--- src/rtl/mc_pkg.sv ---
// Shared encodings for the multi-cycle MIPS sequencing controller.
// Latency: n/a (types and constants only).
// Backpressure: n/a.
// Contents: state codes, opcode/funct/Mco constants, exception codes, mux select codes.
package mc_pkg;

  typedef enum logic [2:0] {
    FETCH  = 3'd0,
    DECODE = 3'd1,
    EXEC   = 3'd2,
    MEM    = 3'd3,
    WB     = 3'd4,
    EXC    = 3'd5
  } stateT;

  typedef enum logic [3:0] {
    IC_ADD, IC_SUB, IC_SLL, IC_JR, IC_ORI, IC_LUI, IC_LW,
    IC_SW, IC_BEQ, IC_JAL, IC_MFC0, IC_MTC0, IC_ERET, IC_NONE
  } instrClassT;

  // Opcodes (IR[31:26])
  localparam logic [5:0] OP_RTYPE = 6'h00;
  localparam logic [5:0] OP_ORI   = 6'h0D;
  localparam logic [5:0] OP_LUI   = 6'h0F;
  localparam logic [5:0] OP_LW    = 6'h23;
  localparam logic [5:0] OP_SW    = 6'h2B;
  localparam logic [5:0] OP_BEQ   = 6'h04;
  localparam logic [5:0] OP_JAL   = 6'h03;
  localparam logic [5:0] OP_COP0  = 6'h10;

  // Funct codes (IR[5:0])
  localparam logic [5:0] FN_SLL  = 6'h00;
  localparam logic [5:0] FN_JR   = 6'h08;
  localparam logic [5:0] FN_ADD  = 6'h20;
  localparam logic [5:0] FN_SUB  = 6'h22;
  localparam logic [5:0] FN_ERET = 6'h18;

  // COP0 sub-ops (IR[25:21])
  localparam logic [4:0] MCO_MF = 5'h00;
  localparam logic [4:0] MCO_MT = 5'h04;
  localparam logic [4:0] MCO_CO = 5'h10;

  // Exception codes presented to CP0
  localparam logic [4:0] EXC_INT  = 5'd0;
  localparam logic [4:0] EXC_ADEL = 5'd4;
  localparam logic [4:0] EXC_ADES = 5'd5;
  localparam logic [4:0] EXC_RI   = 5'd10;
  localparam logic [4:0] EXC_OV   = 5'd12;

  // Next-PC selects
  localparam logic [2:0] NPC_PC4     = 3'd0;
  localparam logic [2:0] NPC_BEQ     = 3'd1;
  localparam logic [2:0] NPC_JAL     = 3'd2;
  localparam logic [2:0] NPC_JR      = 3'd3;
  localparam logic [2:0] NPC_EPC     = 3'd4;
  localparam logic [2:0] NPC_HANDLER = 3'd5;

  // Register-file write address / data selects
  localparam logic [1:0] WR_RT = 2'd0;
  localparam logic [1:0] WR_RD = 2'd1;
  localparam logic [1:0] WR_RA = 2'd2;

  localparam logic [2:0] WD_ALU = 3'd0;
  localparam logic [2:0] WD_DM  = 3'd1;
  localparam logic [2:0] WD_PC4 = 3'd2;
  localparam logic [2:0] WD_CP0 = 3'd3;

  // ALU B-operand select and ALU operations
  localparam logic [1:0] B_RD2 = 2'd0;
  localparam logic [1:0] B_EXT = 2'd1;

  localparam logic [2:0] ALU_ADD = 3'd0;
  localparam logic [2:0] ALU_SUB = 3'd1;
  localparam logic [2:0] ALU_OR  = 3'd2;
  localparam logic [2:0] ALU_LUI = 3'd3;

  // Only add and sub can raise arithmetic overflow.
  function automatic logic canOverflow(instrClassT c);
    return (c == IC_ADD) || (c == IC_SUB);
  endfunction

endpackage

--- src/rtl/mc_decode.sv ---
// Instruction classifier: maps Opcode/Funct/Mco to an instruction class and a legal bit.
// Latency: purely combinational, zero cycles.
// Backpressure: none.
// Ports: Opcode/Funct/Mco are IR fields; instrClass is IC_NONE and legal is 0 for unsupported encodings.
module mc_decode
  import mc_pkg::*;
(
  input  logic [5:0]  Opcode,
  input  logic [5:0]  Funct,
  input  logic [4:0]  Mco,
  output instrClassT  instrClass,
  output logic        legal
);

  always_comb begin
    instrClass = IC_NONE;
    case (Opcode)
      OP_RTYPE: begin
        case (Funct)
          FN_ADD:  instrClass = IC_ADD;
          FN_SUB:  instrClass = IC_SUB;
          FN_JR:   instrClass = IC_JR;
          FN_SLL:  instrClass = IC_SLL;
          default: instrClass = IC_NONE;
        endcase
      end
      OP_ORI:  instrClass = IC_ORI;
      OP_LUI:  instrClass = IC_LUI;
      OP_LW:   instrClass = IC_LW;
      OP_SW:   instrClass = IC_SW;
      OP_BEQ:  instrClass = IC_BEQ;
      OP_JAL:  instrClass = IC_JAL;
      OP_COP0: begin
        // eret additionally needs its funct; mfc0/mtc0 ignore funct.
        if (Mco == MCO_MF)
          instrClass = IC_MFC0;
        else if (Mco == MCO_MT)
          instrClass = IC_MTC0;
        else if ((Mco == MCO_CO) && (Funct == FN_ERET))
          instrClass = IC_ERET;
        else
          instrClass = IC_NONE;
      end
      default: instrClass = IC_NONE;
    endcase
  end

  assign legal = (instrClass != IC_NONE);

endmodule

--- src/rtl/mc_controller.sv ---
// Multi-cycle MIPS sequencer: per-instruction FSM issuing one-cycle write pulses, mux selects and CP0 exception entry.
// Latency: 3 cycles (beq/jr/jal/mtc0/mfc0/eret), 4 (R-type/ori/lui/sw), 5 (lw); exception = faulting cycle + 1.
// Backpressure: none; no handshakes, the FSM advances every clock and samples flags only in the states that use them.
// Ports: Clk/Reset (sync, active-high); Opcode/Funct/Mco from IR; Zero/Ov from ALU; AdEl_IM/AdEl_DM/AdEs address faults;
//        Req CP0 interrupt; PCWr/IRWr/RFWr/DMWr/En/EXLClr/ExcWr write pulses; ExcCodeIn latched code;
//        NPCop/WRsel/WDsel/Bsel/EXTop/ALUop datapath selects; State debug view of the FSM.
module mc_controller
  import mc_pkg::*;
#(
  parameter logic [2:0] HANDLER_SEL = 3'd5,
  parameter logic [2:0] EPC_SEL     = 3'd4
) (
  input  logic        Clk,
  input  logic        Reset,
  input  logic [5:0]  Opcode,
  input  logic [5:0]  Funct,
  input  logic [4:0]  Mco,
  input  logic        Zero,
  input  logic        Ov,
  input  logic        AdEl_IM,
  input  logic        AdEl_DM,
  input  logic        AdEs,
  input  logic        Req,
  output logic        PCWr,
  output logic        IRWr,
  output logic        RFWr,
  output logic        DMWr,
  output logic        En,
  output logic        EXLClr,
  output logic        ExcWr,
  output logic [4:0]  ExcCodeIn,
  output logic [2:0]  NPCop,
  output logic [1:0]  WRsel,
  output logic [2:0]  WDsel,
  output logic [1:0]  Bsel,
  output logic        EXTop,
  output logic [2:0]  ALUop,
  output logic [2:0]  State
);

  stateT      state, stateNext;
  logic [4:0] excCodeQ, excCodeNext;
  instrClassT cls;
  logic       legal;

  mc_decode uDecode (
    .Opcode     (Opcode),
    .Funct      (Funct),
    .Mco        (Mco),
    .instrClass (cls),
    .legal      (legal)
  );

  // State and exception-code registers. The code only changes on entry to EXC,
  // so CP0 sees a stable value for the whole EXC cycle.
  always_ff @(posedge Clk) begin
    if (Reset) begin
      state    <= FETCH;
      excCodeQ <= EXC_INT;
    end else begin
      state <= stateNext;
      if (stateNext == EXC)
        excCodeQ <= excCodeNext;
    end
  end

  always_comb begin
    stateNext   = FETCH;
    excCodeNext = excCodeQ;
    PCWr        = 1'b0;
    IRWr        = 1'b0;
    RFWr        = 1'b0;
    DMWr        = 1'b0;
    En          = 1'b0;
    EXLClr      = 1'b0;
    ExcWr       = 1'b0;
    NPCop       = NPC_PC4;
    WRsel       = WR_RT;
    WDsel       = WD_ALU;
    Bsel        = B_RD2;
    EXTop       = 1'b0;
    ALUop       = ALU_ADD;

    case (state)
      FETCH: begin
        // Interrupts are only taken at instruction boundaries, ahead of fetch faults.
        if (Req) begin
          stateNext   = EXC;
          excCodeNext = EXC_INT;
        end else if (AdEl_IM) begin
          stateNext   = EXC;
          excCodeNext = EXC_ADEL;
        end else begin
          IRWr      = 1'b1;
          stateNext = DECODE;
        end
      end

      DECODE: begin
        if (!legal) begin
          stateNext   = EXC;
          excCodeNext = EXC_RI;
        end else if ((cls == IC_JAL) || (cls == IC_MFC0)) begin
          stateNext = WB;
        end else begin
          stateNext = EXEC;
        end
      end

      EXEC: begin
        case (cls)
          IC_ADD, IC_SUB, IC_SLL: begin
            ALUop = (cls == IC_SUB) ? ALU_SUB : ALU_ADD;
            if (canOverflow(cls) && Ov) begin
              stateNext   = EXC;
              excCodeNext = EXC_OV;
            end else begin
              stateNext = WB;
            end
          end
          IC_ORI: begin
            Bsel      = B_EXT;
            EXTop     = 1'b0;
            ALUop     = ALU_OR;
            stateNext = WB;
          end
          IC_LUI: begin
            Bsel      = B_EXT;
            ALUop     = ALU_LUI;
            stateNext = WB;
          end
          IC_LW, IC_SW: begin
            Bsel      = B_EXT;
            EXTop     = 1'b1;
            ALUop     = ALU_ADD;
            stateNext = MEM;
          end
          IC_BEQ: begin
            EXTop     = 1'b1;
            ALUop     = ALU_SUB;
            PCWr      = 1'b1;
            NPCop     = Zero ? NPC_BEQ : NPC_PC4;
            stateNext = FETCH;
          end
          IC_JR: begin
            PCWr      = 1'b1;
            NPCop     = NPC_JR;
            stateNext = FETCH;
          end
          IC_MTC0: begin
            En        = 1'b1;
            PCWr      = 1'b1;
            NPCop     = NPC_PC4;
            stateNext = FETCH;
          end
          IC_ERET: begin
            EXLClr    = 1'b1;
            PCWr      = 1'b1;
            NPCop     = EPC_SEL;
            stateNext = FETCH;
          end
          default: stateNext = FETCH;
        endcase
      end

      MEM: begin
        // Keep the address computation selected while memory is accessed.
        Bsel  = B_EXT;
        EXTop = 1'b1;
        ALUop = ALU_ADD;
        if (cls == IC_SW) begin
          if (AdEs) begin
            stateNext   = EXC;
            excCodeNext = EXC_ADES;
          end else begin
            DMWr      = 1'b1;
            PCWr      = 1'b1;
            NPCop     = NPC_PC4;
            stateNext = FETCH;
          end
        end else if (cls == IC_LW) begin
          if (AdEl_DM) begin
            stateNext   = EXC;
            excCodeNext = EXC_ADEL;
          end else begin
            stateNext = WB;
          end
        end else begin
          stateNext = FETCH;
        end
      end

      WB: begin
        RFWr      = 1'b1;
        PCWr      = 1'b1;
        NPCop     = NPC_PC4;
        stateNext = FETCH;
        case (cls)
          IC_JAL: begin
            WRsel = WR_RA;
            WDsel = WD_PC4;
            NPCop = NPC_JAL;
          end
          IC_LW: begin
            WRsel = WR_RT;
            WDsel = WD_DM;
          end
          IC_ADD, IC_SUB, IC_SLL: begin
            WRsel = WR_RD;
            WDsel = WD_ALU;
            ALUop = (cls == IC_SUB) ? ALU_SUB : ALU_ADD;
          end
          IC_ORI: begin
            WRsel = WR_RT;
            WDsel = WD_ALU;
            Bsel  = B_EXT;
            ALUop = ALU_OR;
          end
          IC_LUI: begin
            WRsel = WR_RT;
            WDsel = WD_ALU;
            Bsel  = B_EXT;
            ALUop = ALU_LUI;
          end
          IC_MFC0: begin
            WRsel = WR_RT;
            WDsel = WD_CP0;
          end
          default: begin
            WRsel = WR_RT;
            WDsel = WD_ALU;
          end
        endcase
      end

      EXC: begin
        ExcWr     = 1'b1;
        PCWr      = 1'b1;
        NPCop     = HANDLER_SEL;
        stateNext = FETCH;
      end

      default: stateNext = FETCH;
    endcase

    // A reset cycle abandons the instruction: no architectural writes.
    if (Reset) begin
      PCWr   = 1'b0;
      IRWr   = 1'b0;
      RFWr   = 1'b0;
      DMWr   = 1'b0;
      En     = 1'b0;
      EXLClr = 1'b0;
      ExcWr  = 1'b0;
    end
  end

  assign ExcCodeIn = excCodeQ;
  assign State     = state;

endmodule

--- config.mk ---
export PLATFORM = sky130hd
export DESIGN_NAME = mc_controller
export DESIGN_NICKNAME = d
export VERILOG_FILES = /design/src/rtl/mc_pkg.sv /design/src/rtl/mc_decode.sv /design/src/rtl/mc_controller.sv
export SDC_FILE = /design/constraint.sdc
export NUM_CORES = 1
export LEC_CHECK = 0
export BUFFER_PORTS_ARGS = -buffer_cell sky130_fd_sc_hd__buf_2
export CORE_MARGIN = 2
export CORE_UTILIZATION = 42
export CTS_CLUSTER_SIZE = 8
export DETAILED_ROUTE_END_ITERATION = 6
export PLACE_DENSITY = 0.82
export SKIP_LAST_GASP = 1
export SLEW_MARGIN = 40
export SYNTH_ARGS = -nofsm -noshare
export SYNTH_HDL_FRONTEND = slang
export SYNTH_SLANG_ARGS = --single-unit
--- constraint.sdc ---
create_clock -name Clk -period 2.21 [get_ports Clk]
set_input_delay 0 -clock Clk [delete_from_list [all_inputs] [get_ports Clk]]
set_output_delay 0 -clock Clk [all_outputs]
set_load 0.01 [all_outputs]
Yosys cells after proc, flatten, opt, wreduce, memory -nomap -nowiden
Index checks and enable logic that the tools add are counted.
- bits in registers: 8
- output and inout bits: 29
- bits of input ports: 25
- equal/unequal tests: 39
- mux-type cells: 64
- reduce and logical (&&, ||, !) cells: 18
- operator list (cell ; count):
    2-to-1 mux 5 bit ; 9
    one-hot mux 4 bit (8 select lines) ; 1
    2-to-1 mux 1 bit ; 28
    one-hot mux 3 bit (3 select lines) ; 3
    equality test 6 bit, second input constant ; 4
    2-to-1 mux 3 bit ; 7
    equality test 4 bit, second input constant ; 5
    one-hot mux 5 bit (4 select lines) ; 1
    equality test 6 x 4 -> 1 bit, second input constant ; 3
    equality test 4 x 3 -> 1 bit, second input constant ; 4
    one-hot mux 4 bit (4 select lines) ; 1
    equality test 6 x 5 -> 1 bit, second input constant ; 2
    logical NOT 6 bit ; 2
    inequality test 3 bit, second input constant ; 4
    one-hot mux 2 bit (3 select lines) ; 2
    one-hot mux 3 bit (4 select lines) ; 1
    equality test 3 bit, second input constant ; 3
    AND reduction 9 bit ; 1
    equality test 4 x 2 -> 1 bit, second input constant ; 2
    2-to-1 mux 4 bit ; 2
    one-hot mux 2 bit (2 select lines) ; 2
    one-hot mux 2 bit (4 select lines) ; 1
    OR reduction 4 bit ; 2
    equality test 3 x 2 -> 1 bit, second input constant ; 2
    19 further kinds ; 29

Depth between registers and ports, before layout
- word-level depth: 14
- depth in mapped cells: 8

Cells and area by module
A second synthesis with hierarchy kept.
- cells, all modules: 152
- area total of the unflattened synthesis: 1133.6 um2
- modules (own cells, without submodules) (module ; times used ; seq. area each (um2) ; cells each ; area an instance (um2)):
    mc_controller ; 1 ; 140.1 ; 116 ; 852.1
    mc_decode ; 1 ; 0.0 ; 36 ; 281.5

Worst setup path before layout
No wires, ideal clock.
- kind: input port to flip-flop
- from: in Opcode[1]
- to: reg excCodeQ[2] (netlist: ExcCodeIn[2])
- stages on the path: 8
- path buffers: 2
- slack: -0.053 ns
- arrival time: 2.143 ns
- cell sequence: buf_6 > or3_4 > or2_0 > buf_2 > a221o_1 > a211o_1 > a2111o_1 > mux2_2
- word-level cells in the longest chain between the ends: 10
- elaborated cells between the ends (all ways): 42
- classes of those cells: 23 x eq/ne; 10 x mux; 9 x reduce/logical
- ends and longest elaborated chain (what ; line ; RTL):
    from (decl) ; mc_controller.sv:15 ; input logic [5:0] Opcode,
    equality test 6 x 5 -> 1 bit, or another cell as far along ; mc_decode.sv:17 ; case (Opcode)
    one-hot mux 4 bit (8 select lines) * ; mc_decode.sv:17 ;
    equality test 4 x 1 -> 1 bit / logical NOT 4 bit (equally long branches) ; mc_pkg.sv:79, mc_controller.sv:111 ;
    logical OR 1 bit ; mc_pkg.sv:79 ; return (c == IC_ADD) || (c == IC_SUB);
    logical AND 1 bit ; mc_controller.sv:114 ; if (canOverflow(cls) && Ov) begin
    2-to-1 mux 1 bit ; mc_controller.sv:114 ;
    one-hot mux 3 bit (3 select lines) ; mc_controller.sv:111 ; case (cls)
    one-hot mux 3 bit (4 select lines) ; mc_controller.sv:84 ; case (state)
    equality test 3 bit ; mc_controller.sv:62 ; if (stateNext == EXC)
    AND reduction 9 bit (no source line) ; - ;
    to (signal assigned) ; mc_controller.sv:63 ; excCodeQ <= excCodeNext;
    to (decl) ; mc_controller.sv:42 ; logic [4:0] excCodeQ, excCodeNext;
Mark *: on every way between the ends. The rest lies on a longest branch, timed or not.
A chain may end at the register's enable or synchronous reset.

Final worst setup path
- from: in Mco[1]
- to: out WDsel[1]
- word-level cells in the longest chain between the ends: 9
- elaborated cells between the ends (all ways): 13
- classes of those cells: 5 x eq/ne; 6 x mux; 2 x reduce/logical
- ends and longest elaborated chain (what ; line ; RTL):
    from (decl) ; mc_controller.sv:17 ; input logic [4:0] Mco,
    equality test 5 bit ; mc_decode.sv:39 ; else if ((Mco == MCO_CO) && (Funct == FN_ERET))
    logical AND 1 bit ; mc_decode.sv:39 ;
    2-to-1 mux 1 bit ; mc_decode.sv:39 ;
    2-to-1 mux 4 bit ; mc_decode.sv:37 ; else if (Mco == MCO_MT)
    2-to-1 mux 4 bit * ; mc_decode.sv:35 ; if (Mco == MCO_MF)
    one-hot mux 4 bit (8 select lines) * ; mc_decode.sv:17 ;
    equality test 4 bit / equality test 4 x 3 -> 1 bit (equally long branches) ; mc_controller.sv:198 ; case (cls)
    one-hot mux 2 bit (3 select lines) * ; mc_controller.sv:198 ;
    2-to-1 mux 2 bit * ; mc_controller.sv:84 ;
    to (decl) ; mc_controller.sv:34 ; output logic [2:0] WDsel,
Marked as above.

==> key figures <==
Floorplanning
  • Core area: 2690 um^2
  • Die height: 56.5 um
  • Die area: 3190 um^2
  • Initial Util: 0.431
  • Num rows: 19
  • Die X: 56.5 um
  • IO Count: 54

Routing
  • DRC: 0
  • Vias per std cell: 6.02
  • Vias post-DR: 1,656
  • Remaining antenna violation count: 0
  • WL final: 3970 um
  • Starting DRT DRC Count: 128
  • DR WL/cell: 14.5 um
  • Drt first pass iters: 5

Min path
  • Number of cells on the worst hold path: 2
  • Min-delay src: Reset
  • Worst hold path type: input port to flop

Synthesis
  • Ys flop type: dfxtp_1
  • FF+latch count, synth: 7
  • Synth Area per Inst: 6.54 um^2
  • Seq/Total Area, Yosys: 0.121
  • Synth warn: 0
  • Unique cell type count in the Yosys netlist: 51
  • Post-synth ARST share: 0
  • Number of synthesized flops with an enable pin: 0
  • Cell Area, Synth: 1160 um^2
  • Synth Instances: 177

Global route
  • Vias in the first global route: 1,527
  • Global route overflow: 0
  • Largest net degree at the start of global routing: 16
  • First-pass GRT wire length: 6460 um
  • GRT Resource Usage Total: 0.248
  • Initial antenna violation count: 0

Timing
  • Fin crit period: 2.05 ns
  • Fin crit share: 0.927
  • Fmax achieved: 0.488 GHz
  • Fin Setup TNS: 0 ns
  • Fin. Hold Viols: 0
  • Skew final: 0.00488 ns
  • Unrepaired setup endpoints after global routing: false
  • Final slew viol count: 0
  • Setup-failing EPs final: 0
  • Final worst slack: 0.160 ns

Worst setup path
  • Reg2Reg Launch Point: State[0]$_SDFF_PP0_
  • CP arrival: 2.05 ns
  • Critical path, cell by cell: buf_2 > or4b_2 > nor2_1 > a221oi_1 > buf_4 > nor2_2 > o2111ai_1 > a21oi_1 > buf_2
  • CP max stage delay: 0.70 ns
  • Slowest cell on the critical path: or4b_2
  • Worst path bufs/invs: 3
  • Crit. path cell count: 9
  • Critical path's top delay family: simple AND/OR/NAND/NOR gates
  • Critical-path maximum fanout: 7
  • Setup Crit Path Kind: input port to output port
  • Cell mode on critical path: buf_2
  • CP Launch Type: input port
  • Worst R2R Path Depth: 6
  • Crit. End Element: output port
  • Crit path required time: 2.21 ns
  • Crit path from: Mco[1]

CTS
  • Clock buffer depth: 2
  • Worst-skew pair later-pin latency: 0.26 ns
  • Postcts setup bufs: 0
  • Sink Count: 7
  • H-tree depth: 1
  • CTS tree: built
  • Clk slew on worst S/H paths: 0.06 ns
  • Root Buffer: clkbuf_4
  • CTS Buf Count: 3

Placed design
  • DP Worst Slack: 0.00578 ns
  • RePlAce Congestion: 1.07
  • Number of port buffers: 49
  • Dpl cells: 271
  • DP Wirelength: 3110 um

Power
  • Tot Pwr: 0.633 mW
  • Int Power: 0.374 mW
  • Maximum VDD drop: 0.447 mV
  • P_sw: 0.259 mW
  • Power share of the combinational group: 0.546
  • Clock power share: 0.197
  • Cell Pwr Density: 395 nW/um^2
  • Sequential share of power: 0.257
  • Leak Pwr: 0.732 nW
  • Sw frac: 0.409

Cells and area
  • Finished Layout Cells: 275
  • Layout cells sized above 1: 0.381
  • Commonest non-fill, non-tap cell in the layout: buf_2
  • Area Growth Syn to Fin: 38.6%
  • Layout net count: 270
  • Diode count: 0
  • Final core utilization: 0.597
  • Commonest non-fill, non-tap cells in the layout: buf_2, buf_4, nor2_1

Outcome
  • Outcome: complete, no violations

Job
  • Max-Cap Viols: 0
-- power groups by stage --
stage | clock (mW) | combinational [mW] | sequential [mW]
2_1_floorplan | 0 | 0.202 | 0.168
3_3_place_gp | 0 | 0.332 | 0.164
3_5_place_dp | 0 | 0.336 | 0.164
4_1_cts | 0.124 | 0.340 | 0.162
5_1_grt | 0.131 | 0.378 | 0.166
6_report | 0.124 | 0.346 | 0.163
-- state kept, by name (all words and copies together), names as in the netlist --
register and flops:
ExcCodeIn 4, State 3
-- routing by layer --
| metal | track usage | vias up | wire length [um] |
|---|---|---|---|
| met5 | 0 | - | 0 |
| met2 | 0.407 | 110 | 1750 |
| met4 | 0.0544 | 0 | 40 |
| li1 | - | 796 | - |
| met1 | 0.319 | 738 | 1650 |
| met3 | 0.0737 | 12 | 533 |
-- cell usage after synthesis, types with 5 or more instances --
cell type	number	area share
o21ai_0	12	0.052
dfxtp_1	7	0.12
nor4_1	7	0.038
inv_1	5	0.016
nor2_1	21	0.068
nand2_1	14	0.045
or2_2	6	0.032
nand3_1	5	0.022
nand2b_1	6	0.032
a21oi_1	10	0.043
nand3b_1	5	0.032
nor3_1	8	0.035
clkbuf_1	7	0.023
-- per-stage QoR --
stage | hold slack, ns | cell area (um^2)
after floorplan | 0.0541 | 1180
after global placement | 0.343 | 1580
after detailed placement | 0.325 | 1580
after CTS | 0.104 | 1600
after global routing | 0.124 | 1600
final | 0.114 | 1600
-- final cells by class --
type                    instances  area, um^2
inverters                       5        18.8
well taps                      31        38.8
fillers                       264        1080
clock buffers                   4        26.3
multi-input cells             152         932
flip-flops and latches          7         140
repair buffers                 76         448
-- final timing paths --
path	endpoint	slack [ns]
worst max-delay path	WDsel[1]	0.16
worst min register to register	ExcCodeIn[0]$_SDFFE_PP0P_	0.47
worst min-delay path	ExcCodeIn[1]$_SDFFE_PP0P_	0.11
worst max register to register	ExcCodeIn[2]$_SDFFE_PP0P_	0.36
-- logic make-up after synthesis --
family                 Yosys count  synth area share
AOI/OAI and AO/OA               53             0.317
buffers and inverters           21            0.0919
DFF                              7             0.121
muxes                            3            0.0281
other                            1           0.00324
and+or+nand+nor                 92             0.439
-- timing repair --
item	4_1_cts	5_1_grt
hold buffers	0	0
resized for setup	0	1
setup endpoints to repair	0	3
-- worst reg2reg max path, stage by stage (launching register included) --
cell	delay (ns)
dfxtp_1	0.44
nand3b_1	0.14
nor2_1	0.13
o221ai_1	0.16
o221ai_1	0.27
a2111o_1	0.24
mux2_2	0.35
Note: power is estimated with default switching activity, not from simulation.
